==> config.mk <==
export PLATFORM = sky130hd
export DESIGN_NAME = tc_pl_cap_data_cap_buff_rd
export DESIGN_NICKNAME = d
export VERILOG_FILES = /design/src/rtl/tc_pl_cap_data_cap_buff_rd.sv
export SDC_FILE = /design/constraint.sdc
export NUM_CORES = 1
export LEC_CHECK = 0
export ABC_CLOCK_PERIOD_IN_PS = 8200
export CORE_MARGIN = 3
export CORE_UTILIZATION = 60
export CTS_BUF_LIST = sky130_fd_sc_hd__clkbuf_4 sky130_fd_sc_hd__clkbuf_8
export DETAILED_ROUTE_END_ITERATION = 10
export GPL_ROUTABILITY_DRIVEN = 0
export HOLD_SLACK_MARGIN = 0.1
export PLACE_DENSITY = 0.82
export SYNTH_ARGS = -nofsm -noshare
export SYNTH_HDL_FRONTEND = slang
export SYNTH_SLANG_ARGS = --single-unit
==> constraint.sdc <==
create_clock -name clk -period 8.2 [get_ports clk]
set_clock_uncertainty 0.05 [all_clocks]
set_input_delay 1.64 -clock clk [delete_from_list [all_inputs] [get_ports clk]]
set_output_delay 1.64 -clock clk [all_outputs]
set_load 0.01 [all_outputs]
==> src/rtl/tc_pl_cap_data_cap_buff_rd.sv <==
`default_nettype none
// ============================================================================
// Module   : tc_pl_cap_data_cap_buff_rd
// Brief    : Capture-buffer read-out; splits wide words into OUT_W beats on a
//            valid/ready stream, with credit-throttled reads and a skid FIFO.
// Revision : 1.0 - initial release
// ============================================================================
module tc_pl_cap_data_cap_buff_rd #(
    parameter int CAP0_6     = 14,
    parameter int CAP0_15    = 128,
    parameter int OUT_W      = 32,
    parameter int RD_LAT     = 2,
    parameter int FIFO_DEPTH = 4
) (
    input  logic               clk,
    input  logic               rst,
    input  logic               rd_en,
    input  logic [CAP0_6-1:0]  cap_points,
    output logic               buff_dout_req,
    input  logic [CAP0_15-1:0] buff_dout,
    output logic [OUT_W-1:0]   m_data,
    output logic               m_valid,
    input  logic               m_ready,
    output logic               m_last,
    output logic               busy,
    output logic               rd_cmpt
);

    localparam int C_BEATS  = CAP0_15 / OUT_W;
    localparam int C_BEAT_W = (C_BEATS > 1) ? $clog2(C_BEATS) : 1;
    localparam int C_PTR_W  = (FIFO_DEPTH > 1) ? $clog2(FIFO_DEPTH) : 1;
    localparam int C_CNT_W  = $clog2(FIFO_DEPTH + 1);

    localparam logic [C_BEAT_W-1:0] C_LAST_BEAT = C_BEAT_W'(C_BEATS - 1);
    localparam logic [C_CNT_W-1:0]  C_FULL      = C_CNT_W'(FIFO_DEPTH);
    localparam logic [C_CNT_W:0]    C_CREDITS   = (C_CNT_W + 1)'(FIFO_DEPTH);

    typedef enum logic [1:0] {
        ST_IDLE = 2'd0,
        ST_READ = 2'd1,
        ST_DONE = 2'd2
    } state_t;

    state_t                state_q,     state_d;
    logic [CAP0_6-1:0]     total_q,     total_d;
    logic [CAP0_6-1:0]     issued_q,    issued_d;
    logic [CAP0_6-1:0]     popped_q,    popped_d;
    logic [C_BEAT_W-1:0]   beat_q,      beat_d;
    logic [RD_LAT-1:0]     tag_q,       tag_d;
    logic [C_CNT_W-1:0]    in_flight_q, in_flight_d;
    logic [C_CNT_W-1:0]    count_q,     count_d;
    logic [C_PTR_W-1:0]    wr_ptr_q,    wr_ptr_d;
    logic [C_PTR_W-1:0]    rd_ptr_q,    rd_ptr_d;
    logic                  busy_q,      busy_d;
    logic                  rd_cmpt_q,   rd_cmpt_d;
    logic [CAP0_15-1:0]    mem_q [FIFO_DEPTH];

    logic                  w_push;
    logic                  w_pop;
    logic                  w_fire;
    logic                  w_last_beat;
    logic                  w_last_word;
    logic [C_CNT_W:0]      w_credit_used;
    logic [CAP0_15-1:0]    w_head;

    // Credits cover words still in the read pipe as well as words parked in
    // the FIFO, so every returning word is guaranteed a free slot.
    assign w_credit_used = {1'b0, in_flight_q} + {1'b0, count_q};
    assign buff_dout_req = (state_q == ST_READ) && (issued_q < total_q)
                           && (w_credit_used < C_CREDITS);

    assign w_push      = tag_q[RD_LAT-1];
    assign m_valid     = (count_q != '0);
    assign w_fire      = m_valid && m_ready;
    assign w_last_beat = (beat_q == C_LAST_BEAT);
    assign w_pop       = w_fire && w_last_beat;
    assign w_last_word = (popped_q == (total_q - CAP0_6'(1)));
    assign w_head      = mem_q[rd_ptr_q];

    assign m_data  = m_valid ? w_head[beat_q * OUT_W +: OUT_W] : '0;
    assign m_last  = m_valid && w_last_beat && w_last_word;
    assign busy    = busy_q;
    assign rd_cmpt = rd_cmpt_q;

    always_comb begin
        state_d     = state_q;
        total_d     = total_q;
        issued_d    = issued_q;
        popped_d    = popped_q;
        beat_d      = beat_q;
        in_flight_d = in_flight_q;
        count_d     = count_q;
        wr_ptr_d    = wr_ptr_q;
        rd_ptr_d    = rd_ptr_q;
        tag_d       = RD_LAT'({tag_q, buff_dout_req});

        if (buff_dout_req) begin
            issued_d = issued_q + CAP0_6'(1);
        end

        case ({buff_dout_req, w_push})
            2'b10:   in_flight_d = in_flight_q + C_CNT_W'(1);
            2'b01:   in_flight_d = in_flight_q - C_CNT_W'(1);
            default: ;
        endcase

        case ({w_push, w_pop})
            2'b10:   count_d = count_q + C_CNT_W'(1);
            2'b01:   count_d = count_q - C_CNT_W'(1);
            default: ;
        endcase

        if (w_push) begin
            wr_ptr_d = wr_ptr_q + C_PTR_W'(1);
        end
        if (w_pop) begin
            rd_ptr_d = rd_ptr_q + C_PTR_W'(1);
            popped_d = popped_q + CAP0_6'(1);
        end
        if (w_fire) begin
            beat_d = w_last_beat ? '0 : beat_q + C_BEAT_W'(1);
        end

        case (state_q)
            ST_IDLE: begin
                if (rd_en) begin
                    total_d  = cap_points;
                    issued_d = '0;
                    popped_d = '0;
                    beat_d   = '0;
                    state_d  = ST_READ;
                end
            end
            ST_READ: begin
                // A zero-length job has nothing to deliver and leaves at once.
                if ((total_q == '0) || (m_last && m_ready)) begin
                    state_d = ST_DONE;
                end
            end
            ST_DONE: state_d = ST_IDLE;
            default: state_d = ST_IDLE;
        endcase

        busy_d    = (state_d != ST_IDLE);
        rd_cmpt_d = (state_d == ST_DONE);
    end

    always_ff @(posedge clk) begin
        if (rst) begin
            state_q     <= ST_IDLE;
            total_q     <= '0;
            issued_q    <= '0;
            popped_q    <= '0;
            beat_q      <= '0;
            tag_q       <= '0;
            in_flight_q <= '0;
            count_q     <= '0;
            wr_ptr_q    <= '0;
            rd_ptr_q    <= '0;
            busy_q      <= 1'b0;
            rd_cmpt_q   <= 1'b0;
        end else begin
            state_q     <= state_d;
            total_q     <= total_d;
            issued_q    <= issued_d;
            popped_q    <= popped_d;
            beat_q      <= beat_d;
            tag_q       <= tag_d;
            in_flight_q <= in_flight_d;
            count_q     <= count_d;
            wr_ptr_q    <= wr_ptr_d;
            rd_ptr_q    <= rd_ptr_d;
            busy_q      <= busy_d;
            rd_cmpt_q   <= rd_cmpt_d;
        end
    end

    // Storage needs no reset: the cleared pointers and count hide stale words.
    always_ff @(posedge clk) begin
        if (w_push) begin
            mem_q[wr_ptr_q] <= buff_dout;
        end
    end

`ifndef SYNTHESIS
    a_no_overflow: assert property (@(posedge clk) disable iff (rst)
        !(w_push && !w_pop && (count_q == C_FULL)));
`endif

endmodule
`default_nettype wire

# Word level (Yosys, flattened, before mapping)
# Memories as Yosys holds them, arrays and structs flattened. A register that Yosys moved wholly into a read port is not among the register bits.
# Index checks and enable logic that the tools add are counted.
# totals
reg_bits	60
ram_bits	512
word_cells	70
out_inout_bits	37
memories	1
in_bits	146
# classes
n_shift	1
n_addsub	11
eq_ne	8
magnitude_cmp	2
n_reduce_logical	15
mux	20
# memory_table
name	words	width	read_ports	rd_ports_with_merged_regs	wr	line	rtl
mem_q	4	128	1	1	1	56	logic [CAP0_15-1:0] mem_q [FIFO_DEPTH];
# ops
cell	n
variable part select 128 x 8 -> 32 bit	1
2-to-1 mux 14 bit	6
2-to-1 mux 32 bit	1
adder 14 x 1 -> 14 bit (second input constant)	2
2-to-1 mux 2 bit	8
== test 14 bit	1
zero test 14 bit	1
< comparator 14 bit	1
subtractor 14 x 1 -> 14 bit (second input constant)	1
case mux 3 bit (2 select lines)	2
== test 2 bit (second input constant)	4
logical AND 1 bit	7
adder 2 x 1 -> 2 bit (second input constant)	3
adder 3 x 1 -> 3 bit (second input constant)	2
== test 2 x 1 -> 1 bit (second input constant)	3
nonzero test 2 bit	3
subtractor 3 x 1 -> 3 bit (second input constant)	2
adder 3 x 3 -> 4 bit	1
< comparator 4 x 3 -> 1 bit (second input constant)	1
case mux 2 bit (2 select lines)	1
nonzero test 3 bit	1
zero test 2 bit	1
2-to-1 mux 1 bit	2
AND reduction 2 bit	1
logical OR 1 bit	1

# Logic depth before layout (Yosys ltp)
# depth
word_depth	8
mapped_depth	14
mapped_depth_nobuf	12

# Worst setup path before layout
# Ideal clock, no wire load.
# synth_path
path_type	flip-flop to flip-flop
start	register wr_ptr_q[0]
end	memory mem_q[0][0], enable pin
arrival_ns	3.480
setup_time_ns	0.502
path_buffers	0
required_ns	7.648
slack_ns	4.168
synth_period_minus_slack_ns	4.032
stages_incl_launch_ff	4
path_cell_list	dfxtp_1 -> inv_1 -> ha_1 -> and2_1
# synth_rtl
element	line	rtl
start, declared	52	logic [C_PTR_W-1:0] wr_ptr_q, wr_ptr_d;
start signal, assigned	171	wr_ptr_q <= wr_ptr_d;
end, declared	56	
# Straight into the memory's write port.

==> summary.txt <==
STA
  • Slew @ Worst Pin: 1.08 ns
  • Fin crit share: 0.676
  • Unrepaired setup endpoints after global routing: no
  • Final Max Tran Viols: 0
  • Setup tns final: 0 ns
  • Final min period: between 5 and 6 ns
  • Final setup viols: 0
  • Max Freq: 180 MHz
  • Worst hold slack: 0.390 ns
  • Slew headroom: 0.283
  • Setup slack after layout: 2.66 ns
  • Final Hold Fails: 0

CTS
  • Clk pin slew, worst setup/hold paths: approximately 0.06 ns
  • CTS tree: built
  • # Post-CTS Setup Buffers: 0
  • Root Driver: clkbuf_8
  • H-tree depth: 3
  • Clk Latency, worst-skew pair: 0.63 ns
  • CTS buffer count: 89
  • CTS Buffer Depth: 3
  • Hold_buf cts: 0
  • CTS Sinks: approximately 570
  • Post-CTS sizing: 0

Routing
  • Mean routed wirelength per cell: 22.5 um
  • Met3 WL post-DR: 3.09 mm
  • Final ANT Viol Nets: 0
  • M1 wire length: 18.1 mm
  • DRT Wirelength: 43.8 mm
  • Vias per inst: 5.93
  • DRC Markers: 0
  • Uppermost layer routed: met5
  • Via count: 11,500
  • Initial DRC count: 715
  • DRT Pass-1 Iters: 5
  • Met2 WL: approximately 22 mm

Worst setup path
  • Worst r2r src: total_q[8]$_SDFFE_PP0P_
  • Worst R2R End: in_flight_q[2]$_SDFFE_PP0P_
  • Crit-path cells: buf_4, mux4_2, mux4_2, and2_1, clkdlybuf4s50_1
  • Critical Path Start Type: flop
  • Max Fanout on Critical Path: 54
  • CP endpoint kind: output port
  • Most used cell, CP: mux4_2
  • Worst R2R Path Depth: 13
  • Internal reg-to-reg setup slack: between 5 and 6 ns
  • Crit Path Category: flop to output port
  • Slowest CP cell: dfxtp_4
  • Max incr delay on CP: 0.87 ns
  • Critical Path Sink: m_data[0]
  • Worst Path Required: 6.51 ns
  • CP arrival: 3.85 ns

Hold path
  • Min-Delay Path Class: flop to flop

Power
  • Worst vdd ir: around 180 uV
  • Leakage Power: 0.00845 uW
  • Pwr Total: 5890 uW
  • Pwr/cell area: 219 nW/um2

Synth
  • Number of synthesized register bits: 574
  • Cell taking the most area after synthesis: edfxtp_1
  • Syn. warnings: 0
  • Avg Cell Area, Syn: 20.0 um2
  • Post-synth top area share: 0.675
  • Seq/Total Area, Yosys: 0.729
  • Count leader, synth: edfxtp_1
  • Post-Syn Nets: 1,315
  • Yosys cell types: 52
  • Synth top area cells: edfxtp_1 (67%), mux4_2 (16%), dfxtp_1 (5.4%)
  • Mapped Cells: 1,141
  • Synth Flop Type: edfxtp_1
  • Post-synth EDFFs: just over 500
  • Post-synth top cells: edfxtp_1 (512), mux4_2 (160), dfxtp_1 (62), and2_1 (38), nor2_1 (36)
  • Mapped cell area: 22,800 um2
  • Asr flop ratio synth: 0

Die
  • Die area: 40,400 um2
  • Die height: around 200 um
  • Site row count: 70
  • Top Ports: 183
  • Core area: 37,000 um2
  • Die width: between 200 and 250 um
  • Initial core utilization: 0.615

Global routing
  • All-Layer GR Usage: 0.221
  • Vias in the first global route: 12,100
  • Initial antenna violation count: 8
  • Largest net degree at the start of global routing: 81
  • First-pass GRT wire length: between 60 and 70 mm
  • Total global routing overflow: 0

Placement
  • Setup slack at placement: 3.26 ns
  • Buffers on Ports: ~180
  • Placed insts: 1,782
  • Final HPWL DP: 25.7 mm

Cells and area
  • Register area: between 15,000 and 20,000 um2
  • Final nets: between 1,500 and 2,000
  • Share of cells above drive strength 1: 0.228
  • Area Growth Syn to Fin: 17.9%
  • Fill cells: around 2,300
  • Non-filler instance count after layout: 1,947
  • Multi-input gate area: approximately 6000 um2

Status
  • Status: complete, no violations

Job
  • Max_cap viols: 0
[sequential cells by signal, indices dropped and copies added (netlist names), named ones only]
signal       cells
mem_q          512
wr_ptr_q         2
issued_q        14
beat_q           2
rd_cmpt          1
state_q          2
count_q          3
rd_ptr_q         2
in_flight_q      3
total_q         14
tag_q            2
busy             1
popped_q        14
[per-stage QoR]
stage | instance area (um2) | utilization
2_1_floorplan | 22800 | -
3_3_place_gp | 25100 | 0.678
3_5_place_dp | 25100 | 0.678
4_1_cts | 26900 | 0.725
5_1_grt | 26900 | 0.725
6_report | 26900 | 0.725
[cell usage in the layout, fill, tap and decap left out, types with 28 or more instances in the layout]
master	instances
and2_1	34
clkbuf_8	90
clkdlybuf4s50_1	182
clkinv_1	28
dfxtp_1	58
edfxtp_1	512
inv_1	29
mux4_2	160
nand2_1	33
nor2_1	36
[power breakdown]
part | total (uW) | internal (uW) | switching, uW
Sequential | 3260 | 3230 | 28.1
Clock | 2300 | 1240 | 1060
Combinational | 322 | 164 | 158
[critical path, delay by kind of cell, from the launching register on]
family	cells	cell delay (ns)
buffers and inverters	2	1.27
DFF	1	0.87
muxes	2	0.86
and+or+nand+nor	1	0.17
[per-layer routing]
layer  global-route usage  vias up
met4               0.0675        6
met5                    0        -
li1                     -     5131
met1                0.316     5933
met3               0.0561       82
met2                0.346      396
[kinds of logic after synthesis]
group | share of synthesized area
flops | 0.729
simple gates | 0.0439
mux | 0.159
buf+inv | 0.0154
compound gates | 0.0216
xor+xnor | 0.0150
fa+ha+maj | 0.0160
[cell type report]
cell class              instances  area share
inverters                      30     0.00419
flip-flops and latches        574       0.619
repair buffers                192      0.0711
clock inverters                45      0.0115
well taps                     504      0.0235
diodes                          5    0.000466
multi-input cells             482       0.217
clock buffers                 115      0.0531
[worst min path at each step]
| stage | slack, ns | to | cells after the start | startpoint |
|---|---|---|---|---|
| detailed placement | 0.38 | tag_q[1]$_SDFF_PP0_ | 1 | tag_q[0]$_SDFF_PP0_ |
| floorplan | 0.36 | tag_q[1]$_SDFF_PP0_ | 1 | tag_q[0]$_SDFF_PP0_ |
| finish | 0.39 | tag_q[1]$_SDFF_PP0_ | 1 | tag_q[0]$_SDFF_PP0_ |
| CTS | 0.39 | tag_q[1]$_SDFF_PP0_ | 1 | tag_q[0]$_SDFF_PP0_ |
| global route | 0.41 | tag_q[1]$_SDFF_PP0_ | 1 | tag_q[0]$_SDFF_PP0_ |
| global placement | 0.37 | tag_q[1]$_SDFF_PP0_ | 1 | tag_q[0]$_SDFF_PP0_ |
No activity file was read; power rests on OpenSTA's default activity.
